[config.mk]
export PLATFORM = sky130hd
export DESIGN_NAME = xoroshiro128_gen
export DESIGN_NICKNAME = d
export VERILOG_FILES = /design/src/rtl/xoroshiro128_gen.sv
export SDC_FILE = /design/constraint.sdc
export NUM_CORES = 1
export LEC_CHECK = 0
export CORE_MARGIN = 2
export CORE_UTILIZATION = 50
export CTS_BUF_LIST = sky130_fd_sc_hd__clkbuf_8
export DETAILED_ROUTE_END_ITERATION = 16
export PLACE_DENSITY = 0.7
export SETUP_SLACK_MARGIN = 0.02
export SYNTH_ARGS = -nofsm -noshare
export SYNTH_HDL_FRONTEND = slang
export SYNTH_SLANG_ARGS = --single-unit
[constraint.sdc]
create_clock -name clk -period 24.8 [get_ports clk]
set_input_delay 2.48 -clock clk [delete_from_list [all_inputs] [get_ports clk]]
set_output_delay 2.48 -clock clk [all_outputs]
set_load 0.03 [all_outputs]
[src/rtl/xoroshiro128_gen.sv]
// xoroshiro128 PRNG with selectable scrambler (+, ++, **), truncated output and valid/ready output.
// Define XOROSHIRO_JUMP_EN to include the 2^64-step jump engine.
module xoroshiro128_gen #(
  parameter int          OUT_W = 64,
  parameter int          ROT_A = 55,
  parameter int          SHF_B = 14,
  parameter int          ROT_C = 36,
  parameter logic [63:0] ZSEED = 64'h9E3779B97F4A7C15
) (
  input  logic             clk,
  input  logic             rst_n,
  input  logic             load,
  input  logic [63:0]      seed1,
  input  logic [63:0]      seed2,
  input  logic [1:0]       mode,
  output logic             out_valid,
  input  logic             out_ready,
  output logic [OUT_W-1:0] out_data,
  input  logic             jump_req,
  output logic             busy
);

  // Handshake: a word transfers on a rising edge where out_valid && out_ready;
  // out_valid never drops without a transfer except when a jump starts.

  function automatic logic [63:0] rotl(input logic [63:0] x, input int n);
    return (x << n) | (x >> (64 - n));
  endfunction

  function automatic logic [127:0] step(input logic [63:0] a, input logic [63:0] b);
    logic [63:0] t;
    t = a ^ b;
    return {rotl(a, ROT_A) ^ t ^ (t << SHF_B), rotl(t, ROT_C)};
  endfunction

  function automatic logic [OUT_W-1:0] scramble(input logic [1:0] m, input logic [63:0] a,
                                                input logic [63:0] b);
    logic [63:0] w;
    case (m)
      2'd1:    w = rotl(a + b, 17) + a;
      2'd2:    w = rotl(a * 64'd5, 7) * 64'd9;
      default: w = a + b;
    endcase
    return w[63 -: OUT_W];
  endfunction

  logic [63:0]      s0, s1, s0_nxt, s1_nxt;
  logic             valid_nxt, wr;
  logic [OUT_W-1:0] data_nxt;
  logic             seeds_zero;

  assign seeds_zero = (seed1 == 64'd0) && (seed2 == 64'd0);

`ifdef XOROSHIRO_JUMP_EN
  // Bit i of the jump polynomial selects whether step i's state joins the accumulator.
  localparam logic [127:0] JUMP_K = {64'hD86B048B86AA9922, 64'hBEAC0467EBA5FACB};

  typedef enum logic {IDLE, JUMP} jump_state_t;
  jump_state_t jstate, jstate_nxt;
  logic [63:0] acc0, acc1, acc0_nxt, acc1_nxt, mix0, mix1;
  logic [6:0]  idx, idx_nxt;

  assign busy = (jstate == JUMP);
`else
  logic unused_jump_req;
  assign unused_jump_req = jump_req;
  assign busy = 1'b0;
`endif

  always_comb begin
    s0_nxt    = s0;
    s1_nxt    = s1;
    valid_nxt = out_valid;
    wr        = 1'b0;
`ifdef XOROSHIRO_JUMP_EN
    jstate_nxt = jstate;
    acc0_nxt   = acc0;
    acc1_nxt   = acc1;
    idx_nxt    = idx;
    mix0       = acc0 ^ (JUMP_K[idx] ? s0 : 64'd0);
    mix1       = acc1 ^ (JUMP_K[idx] ? s1 : 64'd0);
`endif
    if (load) begin
      s0_nxt    = seeds_zero ? ZSEED : seed1;
      s1_nxt    = seed2;
      valid_nxt = 1'b1;
      wr        = 1'b1;
`ifdef XOROSHIRO_JUMP_EN
      jstate_nxt = IDLE;
`endif
    end
`ifdef XOROSHIRO_JUMP_EN
    else if (jstate == JUMP) begin
      if (idx == 7'd127) begin
        s0_nxt     = mix0;
        s1_nxt     = mix1;
        valid_nxt  = 1'b1;
        wr         = 1'b1;
        jstate_nxt = IDLE;
      end else begin
        {s0_nxt, s1_nxt} = step(s0, s1);
        acc0_nxt = mix0;
        acc1_nxt = mix1;
        idx_nxt  = idx + 7'd1;
      end
    end else if (jump_req) begin
      jstate_nxt = JUMP;
      valid_nxt  = 1'b0;
      acc0_nxt   = 64'd0;
      acc1_nxt   = 64'd0;
      idx_nxt    = 7'd0;
    end
`endif
    else if (out_valid && out_ready) begin
      {s0_nxt, s1_nxt} = step(s0, s1);
      wr = 1'b1;
    end
  end

  // out_data tracks the state: it is rewritten exactly when the state is.
  assign data_nxt = wr ? scramble(mode, s0_nxt, s1_nxt) : out_data;

  always_ff @(posedge clk or negedge rst_n) begin
    if (!rst_n) begin
      s0        <= ZSEED;
      s1        <= 64'd0;
      out_valid <= 1'b0;
      out_data  <= '0;
`ifdef XOROSHIRO_JUMP_EN
      jstate <= IDLE;
      acc0   <= 64'd0;
      acc1   <= 64'd0;
      idx    <= 7'd0;
`endif
    end else begin
      s0        <= s0_nxt;
      s1        <= s1_nxt;
      out_valid <= valid_nxt;
      out_data  <= data_nxt;
`ifdef XOROSHIRO_JUMP_EN
      jstate <= jstate_nxt;
      acc0   <= acc0_nxt;
      acc1   <= acc1_nxt;
      idx    <= idx_nxt;
`endif
    end
  end

endmodule

## Word-level counts from Yosys, hierarchy flattened

Cells that the tools add are included.

- Register bits after elaboration: 193
- Input bits: 135
- Output and inout port bits: 66
- Word-level logic and storage cells: 29

- $add $sub $neg: 2
- Multipliers: 2
- Equality and inequality tests: 2
- Muxes and demuxes: 8
- Bitwise logic cells: 7
- Reduce and logical (&&, ||, !) cells: 4

Operators by type and width:

| operator | count |
|---|---|
| two-way mux 64 bit | 5 |
| XOR 64 bit | 3 |
| adder 64 bit | 2 |
| zero test 64 bit | 2 |
| one-hot mux 64 bit (2 select lines) | 1 |
| multiplier 64 x 3 -> 64 bit (second input constant) | 1 |
| multiplier 64 x 4 -> 64 bit (second input constant) | 1 |
| bitwise OR 64 x 17 -> 64 bit | 1 |
| bitwise OR 64 x 36 -> 64 bit | 1 |
| bitwise OR 64 x 55 -> 64 bit | 1 |
| bitwise OR 64 x 7 -> 64 bit | 1 |
| == test 2 x 1 -> 1 bit (second input constant) | 1 |
| == test 2 bit (second input constant) | 1 |
| logical AND 1 bit | 2 |
| two-way mux 1 bit | 2 |

## Logic depth before layout (Yosys ltp)

Gate-level depths: netlist of run 1.

- Depth after elaboration: 9
- Depth in mapped cells: 56
- Mapped depth without buffers: 51

## Least setup slack after synthesis of run 1

OpenSTA, ideal clock, no wires.

- Path kind: input -> register
- Start point: input port load
- End point: register out_data[60]
- Setup time: 0.129 ns
- Arrival: 13.972 ns
- Data required time: 24.671 ns
- Slack: 10.699 ns
- Stages: 53
- Path buffers: 7
- Cell sequence: buf_2 > inv_1 > buf_2 > buf_1 > clkbuf_1 > buf_1 > clkbuf_1 > buf_1 > a21oi_1 > ha_1 > ha_1 > fa_1 > a21o_1 > a21oi_1 > o21bai_1 > a21o_1 > a211o_1 > a31o_2 > (+17 left out) > o21bai_1 > a21oi_1 > o21bai_1 > a211oi_1 > a31oi_1 > o21ai_0 > a31oi_1 > a21oi_1 > o2bb2ai_1 > o31ai_1 > a41oi_1 > a211o_1 > o21ai_0 > a31oi_1 > xnor2_1 > a221o_1 > o21ai_0 > o31ai_1

- Word-level cells in the longest chain between the ends: 5
- Elaborated cells between the ends (all ways): 10
- Those cells by class: add/sub (2); mul (2); mux (4); bitwise (2)

RTL lines:

| item | RTL line | text |
|---|---|---|
| from (decl) | 12 | `input logic load,` |
| two-way mux 64 bit * | 83 | `if (load) begin` |
| via s0_nxt[0] | 47 | `logic [63:0] s0, s1, s0_nxt, s1_nxt;` |
| multiplier 64 x 3 -> 64 bit or adder 64 bit (tied branches) | 41, 40, 42 |  |
| bitwise OR 64 x 7 -> 64 bit or bitwise OR 64 x 17 -> 64 bit (tied branches) | 27 | `return (x << n) \| (x >> (64 - n));` |
| multiplier 64 x 4 -> 64 bit or adder 64 bit (tied branches) | 41, 40 |  |
| one-hot mux 64 bit (2 select lines) * | 39 | `case (m)` |
| to (signal assigned) | 139 | `out_data <= data_nxt;` |
| to (decl) | 18 | `output logic [OUT_W-1:0] out_data,` |

Mark *: on every way through the listed nets, which the timed path passes. The rest lies on a longest branch.
A chain may end at the register's enable or synchronous reset.

## Worst setup path in the final report of run 1

- Start point: input port seed2[7]
- End point: register out_data[63]

- Word-level cells in the longest chain between the ends: 8
- Elaborated cells between the ends (all ways): 12
- Those cells by class: add/sub (2); mul (2); mux (4); bitwise (2); reduce/logical (2)

RTL lines:

| item | RTL line | text |
|---|---|---|
| from (decl) | 14 | `input logic [63:0] seed2,` |
| zero test 64 bit | 52 | `assign seeds_zero = (seed1 == 64'd0) && (seed2 == 64'd0);` |
| logical AND 1 bit | 52 |  |
| two-way mux 64 bit | 84 | `s0_nxt = seeds_zero ? ZSEED : seed1;` |
| two-way mux 64 bit | 83 |  |
| multiplier 64 x 3 -> 64 bit or adder 64 bit (tied branches) | 41, 40, 42 |  |
| bitwise OR 64 x 7 -> 64 bit or bitwise OR 64 x 17 -> 64 bit (tied branches) | 27 |  |
| multiplier 64 x 4 -> 64 bit or adder 64 bit (tied branches) | 41, 40 |  |
| one-hot mux 64 bit (2 select lines) * | 39 |  |

Every way passes the cells marked *; elsewhere a longest branch is shown, timed or not.

==> out/qor.log, run 1 <==
[status] result of the run finished, final reports clean
[sta] unrepaired setup endpoints after global routing no
[worst_setup_path] largest fanout of any net on the critical path 11
[worst_setup_path] library cell appearing most often on the critical path sky130_fd_sc_hd__a21oi_1
[logic_synthesis] area of the mapped netlist 0.0275 mm^2
[worst_setup_path] slowest stage cell, crit path sky130_fd_sc_hd__nor4_1
[logic_synthesis] Unique masters post-synth 121
[worst_setup_path] CP Data Arrival Time 17780 ps
[final_layout] proportion of layout cells with a drive suffix above 1 6.04%
[floorplanning] starting density of the core 50.9%
[sta] relative slew slack 11.1%
[floorplanning] placement row count 85
[clocking] Post CTS Setup Buffer Count 0
[clocking] clock transition at the registers of the reported paths 110 ps
[floorplanning] Die X-Extent 238 um
[worst_setup_path] Crit path required time 25310 ps
[sta] transition time of the tightest slew-check pin 1330 ps
[sta] min cycle time layout 17270 ps
[final_layout] most common cell after layout, fill and taps aside sky130_fd_sc_hd__xnor2_1
[logic_synthesis] share of the yosys chip area belonging to registers 17.8%
[clocking] H-Tree Level Count 4
[worst_setup_path] family with the most delay on the worst path compound AO/OA/AOI/OAI gates
[sta] number of pins exceeding their max-slew limit in the final report 0
[logic_synthesis] number of register bits inferred by synthesis 193
[route] number of vias per cell 6.61
[global_routing] initial antenna violation count 4
[logic_synthesis] dominant cells by area after synthesis sky130_fd_sc_hd__dfrtp_1 14%, sky130_fd_sc_hd__ha_1 13%, sky130_fd_sc_hd__xnor2_1 12%
[route] number of violations reported at the end of detailed-routing iteration 0 3224
[global_routing] vias in the first global route 26.5k
[logic_synthesis] syn_nets 3919
[sta] Setup Viol. Count Final 0
[floorplanning] Placeable Area 0.0540 mm^2
[clocking] clock sink count 193
[worst_setup_path] critical path buffer and inverter count 1
[logic_synthesis] biggest area consumer among synthesized cells sky130_fd_sc_hd__dfrtp_1
[logic_synthesis] number of synthesized flops with an enable pin 0
[worst_setup_path] Critical Path End Type register
[clocking] clock insertion delay at the later pin of the skew report 630 ps
[job] maximum capacitance violations 0
[logic_synthesis] Warnings, synthesis 0
[global_routing] global-route usage over all layers 43.4%
[clocking] cell chosen for the clock root sky130_fd_sc_hd__clkbuf_8
[worst_setup_path] Setup crit start kind input port
[worst_setup_path] reg-to-reg startpoint out_valid
[global_routing] wire length of the first global-routing pass 178 mm
[final_layout] Filler Cells Inserted 5197
[global_routing] GRT Residual Overflow 0
[route] count of vias placed by the detailed router 28.7k
[hold_path] Hold Path Origin out_data[12]
[logic_synthesis] Main synth FF type sky130_fd_sc_hd__dfrtp_1
[placement] post-DP HPWL 102 mm
[clocking] TritonCTS buffer count 17
[floorplanning] height of the die 238 um
[sta] final worst clock skew 20.9 ps
[sta] final hold viol count 0
[worst_setup_path] Worst Setup SP seed2[7]
[route] length of the first detailed-routing pass in iterations 5
[placement] count of input and output buffers 198
[logic_synthesis] average footprint of a synthesized cell 7.86 um^2
[global_routing] largest net degree at the start of global routing 139
[clocking] CTS tree yes
[placement] GPL Wtd Cong 1.11
[route] detail-routed net length per standard cell 28.8 um
[route] count of nets left with antenna violations after detail routing 0
[final_layout] commonest non-fill, non-tap cells in the layout 388 x sky130_fd_sc_hd__xnor2_1, 349 x sky130_fd_sc_hd__a21oi_1, 331 x sky130_fd_sc_hd__nor2_1
[final_layout] number of nets in the finished design 4053
[clocking] # hold bufs at CTS 0
[logic_synthesis] post-synthesis cell count 3494
[floorplanning] die area 0.0568 mm^2
[route] detailed-route DRC error count 0
[hold_path] class of the tightest hold or removal check reg -> reg
[logic_synthesis] fraction of registers with async set or reset after synthesis 100%
[worst_setup_path] Crit path largest cell delay 1010 ps
[sta] final worst path period share 69.6%
[worst_setup_path] Critical Setup Path Class in -> reg
[clocking] maximum root-to-sink buffer count 2
[clocking] post-cts sizing count 0
[final_layout] layout overhead on the synthesized area 11.3%
[sta] Highest Clock Rate 57.9 MHz
[floorplanning] number of top-level pins 201
[logic_synthesis] fraction of synthesized cell area taken by the top area cell type 14.1%
[sta] Total Neg Setup Slack 0 ps
[route] Routed WL 125 mm
## stage by stage
stage,util (%),cell area (um^2),hold slack (ps),worst slack [ps],cells
after CTS,56.6,30600,493,7950,4336
after global placement,55.8,30100,460,7350,4304
final,56.6,30600,489,7530,4340
after detailed placement,55.8,30100,465,7360,4304
after floorplan,-,27500,642,10700,3494
after global routing,56.6,30600,512,6760,4338
## cell usage after synthesis (all sizes together) (10+ instances only)
library cell  instances
o41ai                10
a211oi               49
and3                 34
a31oi                32
a221o                11
or3                  17
or2                  14
buf                  44
o22ai                15
o21bai               43
nor3                 58
maj3                 32
o31ai                39
dfrtp               155
clkbuf               86
xnor2               390
dfstp                38
a2111oi              10
o221ai               15
nor2b                35
nand2b               29
ha                  286
o21ai               210
o21a                 34
and2                 54
xor2                130
nand3                58
a21boi               17
nor2                332
nand4                37
a221oi               37
a311oi               10
a21oi               352
a211o                12
mux2i                27
inv                 113
o211ai               19
a21o                122
nor4                 40
nand2               290
## cells by family (layout without fill, tap and decap cells)
| logic type | count (synthesis) | count (layout) | share of synthesized area, % |
|---|---|---|---|
| other cells | 1 | 4 | 0.0136 |
| mux | 36 | 36 | 1.35 |
| buf+inv | 246 | 393 | 3.77 |
| flops | 193 | 193 | 17.8 |
| simple gates | 1045 | 1045 | 18.4 |
| xor+xnor | 522 | 522 | 16.8 |
| fa+ha+maj | 322 | 322 | 14.5 |
| compound gates | 1129 | 1129 | 27.4 |
## area by class of cell
type / count / area (um^2) / area share, %
inverter: 116 / 435 / 1.42
clock buffer: 18 / 248 / 0.810
multi-input combinational: 3055 / 21600 / 70.7
antenna: 3 / 7.51 / 0.0246
sequential: 193 / 4880 / 16.0
timing repair buffer: 245 / 2350 / 7.68
tap: 696 / 871 / 2.85
clock inverter: 14 / 184 / 0.602
## metal layers
| metal | part of all wire (%) | track usage [%] | vias to the layer above |
|---|---|---|---|
| li1 | - | - | 13100 |
| met1 | 42 | 57.6 | 13800 |
| met2 | 41 | 62.6 | 1515 |
| met3 | 9.4 | 8.65 | 313 |
| met4 | 8.1 | 31.2 | 2 |
| met5 | 0.010 | 0 | - |
## path summary, 6_finish.rpt
check | slack (ps) | endpoint | cells after the start
min in group asynchronous | 1870 | s1[4] | 1
hold reg to reg | 490 | out_data[12] | 1
setup reg to reg | 10220 | out_data[63] | 49
max in group asynchronous | 21540 | out_data[50] | 2
setup / recovery | 7530 | out_data[63] | 49
hold / removal | 490 | out_data[12] | 1
## sequential cells by signal (all words and copies together), names as in the netlist
| signal | cells |
|---|---|
| out_valid | 1 |
| s0 | 64 |
| s1 | 64 |
| out_data | 64 |
Power of run 1 is not shown: default switching activity piles up to over one toggle a cycle in this logic, so the estimate is an artifact.
==> inputs of run 2 (changes only) <==
- PLACE_DENSITY: 0.7 -> 0.72
- clock period: 24.8 -> 14.9 ns (I/O delays scaled with it)
==> run 2 against run 1 <==
The run now ends with capacitance limit, slew limit left. Non-clock buffer count is 119 higher. Setup slack worse by 6600 ps. First-iteration DRC count is 11% higher. Cell count is 2.7% higher. Clock skew is 18 ps higher. Routed wire length is 1.4% higher. Register-to-register slack worse by 8100 ps. Critical path depth is 6 higher. Critical path type unchanged. Largest cell class unchanged.
==> out/qor.log, run 2 (same netlist as run 1, synthesis figures left out) <==
[sta] unrepaired setup endpoints after global routing no
[floorplanning] starting density of the core 50.9% [unchanged]
[placement] count of input and output buffers 198 [unchanged]
[sta] transition time of the tightest slew-check pin 1500 ps [+170 ps]
[sta] worst setup margin 917 ps [-6610 ps]
[clocking] CTS tree yes
[worst_setup_path] family with the most delay on the worst path compound AO/OA/AOI/OAI gates
[placement] worst setup timing slack at the placement stage 653 ps [-6700 ps]
[final_layout] registers with the most flip-flops out_data x64, s0 x64, s1 x64
[route] number of vias per cell 6.54 [-0.92%]
[worst_setup_path] critical path buffer and inverter count 6 [+5]
[final_layout] Filler Cells Inserted 5183 [-0.27%]
[global_routing] initial antenna violation count 3 [-1]
[sta] Setup Viol. Count Final 0 [unchanged]
[global_routing] vias in the first global route 27.1k [+2.3%]
[hold_path] class of the tightest hold or removal check reg -> reg
[sta] relative slew slack -1.52% [-13 points]
[worst_setup_path] Critical Path End Type register
[final_layout] commonest non-fill, non-tap cells in the layout 388 x sky130_fd_sc_hd__xnor2_1, 349 x sky130_fd_sc_hd__a21oi_1, 331 x sky130_fd_sc_hd__nor2_1
[floorplanning] placement row count 85 [unchanged]
[clocking] H-Tree Level Count 4 [unchanged]
[clocking] # hold bufs at CTS 0 [unchanged]
[clocking] clock insertion delay at the later pin of the skew report 640 ps [about the same]
[final_layout] most common cell after layout, fill and taps aside sky130_fd_sc_hd__xnor2_1
[floorplanning] height of the die 238 um [unchanged]
[sta] min cycle time layout 13980 ps
[status] violated checks capacitance limit, slew limit
[route] detail-routed net length per standard cell 28.4 um [-1.3%]
[sta] Highest Clock Rate 71.5 MHz
[route] count of nets left with antenna violations after detail routing 0 [unchanged]
[worst_setup_path] Worst Setup SP seed1[10]
[worst_setup_path] Setup crit start kind input port
[route] detailed-route DRC error count 0 [unchanged]
[sta] number of pins exceeding their max-slew limit in the final report 2 [+2]
[worst_setup_path] Crit path required time 15410 ps [-9900 ps]
[route] Routed WL 127 mm [+1.4%]
[sta] Total Neg Setup Slack 0 ps [unchanged]
[global_routing] largest net degree at the start of global routing 76 [-45%]
[worst_setup_path] slowest stage cell, crit path sky130_fd_sc_hd__clkdlybuf4s50_1
[worst_setup_path] CP Data Arrival Time 14490 ps [-3290 ps]
[worst_setup_path] Critical Setup Path Class in -> reg
[hold_path] Hold Path Origin out_data[20]
[worst_setup_path] reg-to-reg startpoint out_valid
[floorplanning] number of top-level pins 201 [unchanged]
[clocking] clock transition at the registers of the reported paths 130 ps [+20 ps]
[clocking] clock sink count 193 [unchanged]
[placement] post-DP HPWL 103 mm [+1.2%]
[floorplanning] Placeable Area 0.0540 mm^2 [unchanged]
[clocking] TritonCTS buffer count 17 [unchanged]
[global_routing] global-route usage over all layers 43.9% [+0.52 points]
[sta] final hold viol count 0 [unchanged]
[route] count of vias placed by the detailed router 29.2k [+1.8%]
[final_layout] layout overhead on the synthesized area 14.5%
[final_layout] proportion of layout cells with a drive suffix above 1 9.02% [+3.0 points]
[clocking] Post CTS Setup Buffer Count 0 [unchanged]
[job] maximum capacitance violations 1 [+1]
[global_routing] wire length of the first global-routing pass 181 mm [+1.6%]
[route] number of violations reported at the end of detailed-routing iteration 0 3591 [+11%]
[placement] GPL Wtd Cong 1.07 [-3.4%]
[route] length of the first detailed-routing pass in iterations 9 [+4]
[sta] final worst path period share 93.8%
[floorplanning] die area 0.0568 mm^2 [unchanged]
[floorplanning] Die X-Extent 238 um [unchanged]
[clocking] post-cts sizing count 0 [unchanged]
[clocking] maximum root-to-sink buffer count 2 [unchanged]
[global_routing] GRT Residual Overflow 0 [unchanged]
[worst_setup_path] Crit path largest cell delay 620 ps [-390 ps]
[sta] final worst clock skew 38.7 ps [+17.9 ps]
[status] result of the run finished, violations left
[final_layout] number of nets in the finished design 4172 [+2.9%]
[clocking] cell chosen for the clock root sky130_fd_sc_hd__clkbuf_8
[worst_setup_path] largest fanout of any net on the critical path 4 [-7]
[worst_setup_path] library cell appearing most often on the critical path sky130_fd_sc_hd__a21oi_1
run 2: changes by cell type in the layout (fill, tap and decap cells not counted), sizes merged:
cell    before  now
bufinv       1    0
inv        119  121
clkinv      10    9
buf         48  167
run 2: final cells by class:
type                       instances  area (um^2)  share of cell area [%]
inverter                         116          435                    1.38
timing repair buffer             364         3270                    10.4
clock buffer                      18          248                   0.787
antenna                            3         7.51                  0.0239
clock inverter                    14          164                   0.521
multi-input combinational       3055        21600                    68.6
sequential                       193         4880                    15.5
tap                              696          871                    2.77
run 2: per-layer routing:
metal	part of all wire, %	GRT usage, %	up-vias	routed length [um]
li1	-	-	13300	-
met1	41	57.5	13800	51300
met2	40	63.6	1700	51000
met3	11	10.2	358	14000
met4	8.2	30.8	4	10300
met5	0.021	0	-	26
run 2: worst reg2reg max path: cells and delay by family (launching register included):
family                     cells  cell delay, ps
AOI/OAI and AO/OA             34            7850
and+or+nand+nor                6            1000
DFF                            1             840
adders and majority gates      5            1610
buffers and inverters          5             740
xor gates and xnor gates       3             580
run 2: final timing paths:
check / to / slack, ps / cells after the start
min in group asynchronous: s1[11] / 870 / 1
hold / removal: out_data[20] / 490 / 1
hold reg to reg: out_data[20] / 490 / 1
setup / recovery: out_data[63] / 920 / 55
setup reg to reg: out_data[63] / 2150 / 53
max in group asynchronous: out_data[1] / 12640 / 2
run 2: stage by stage:
stage	std cells	cell area (um^2)	hold slack, ps	util, %
after global routing	4457	31500	515	58.2
after detailed placement	4424	31000	465	57.5
after floorplan	3494	27500	642	-
after CTS	4456	31500	495	58.2
after global placement	4424	31000	460	57.5
final	4459	31500	489	58.2
Power of run 2 is left out for the same reason.
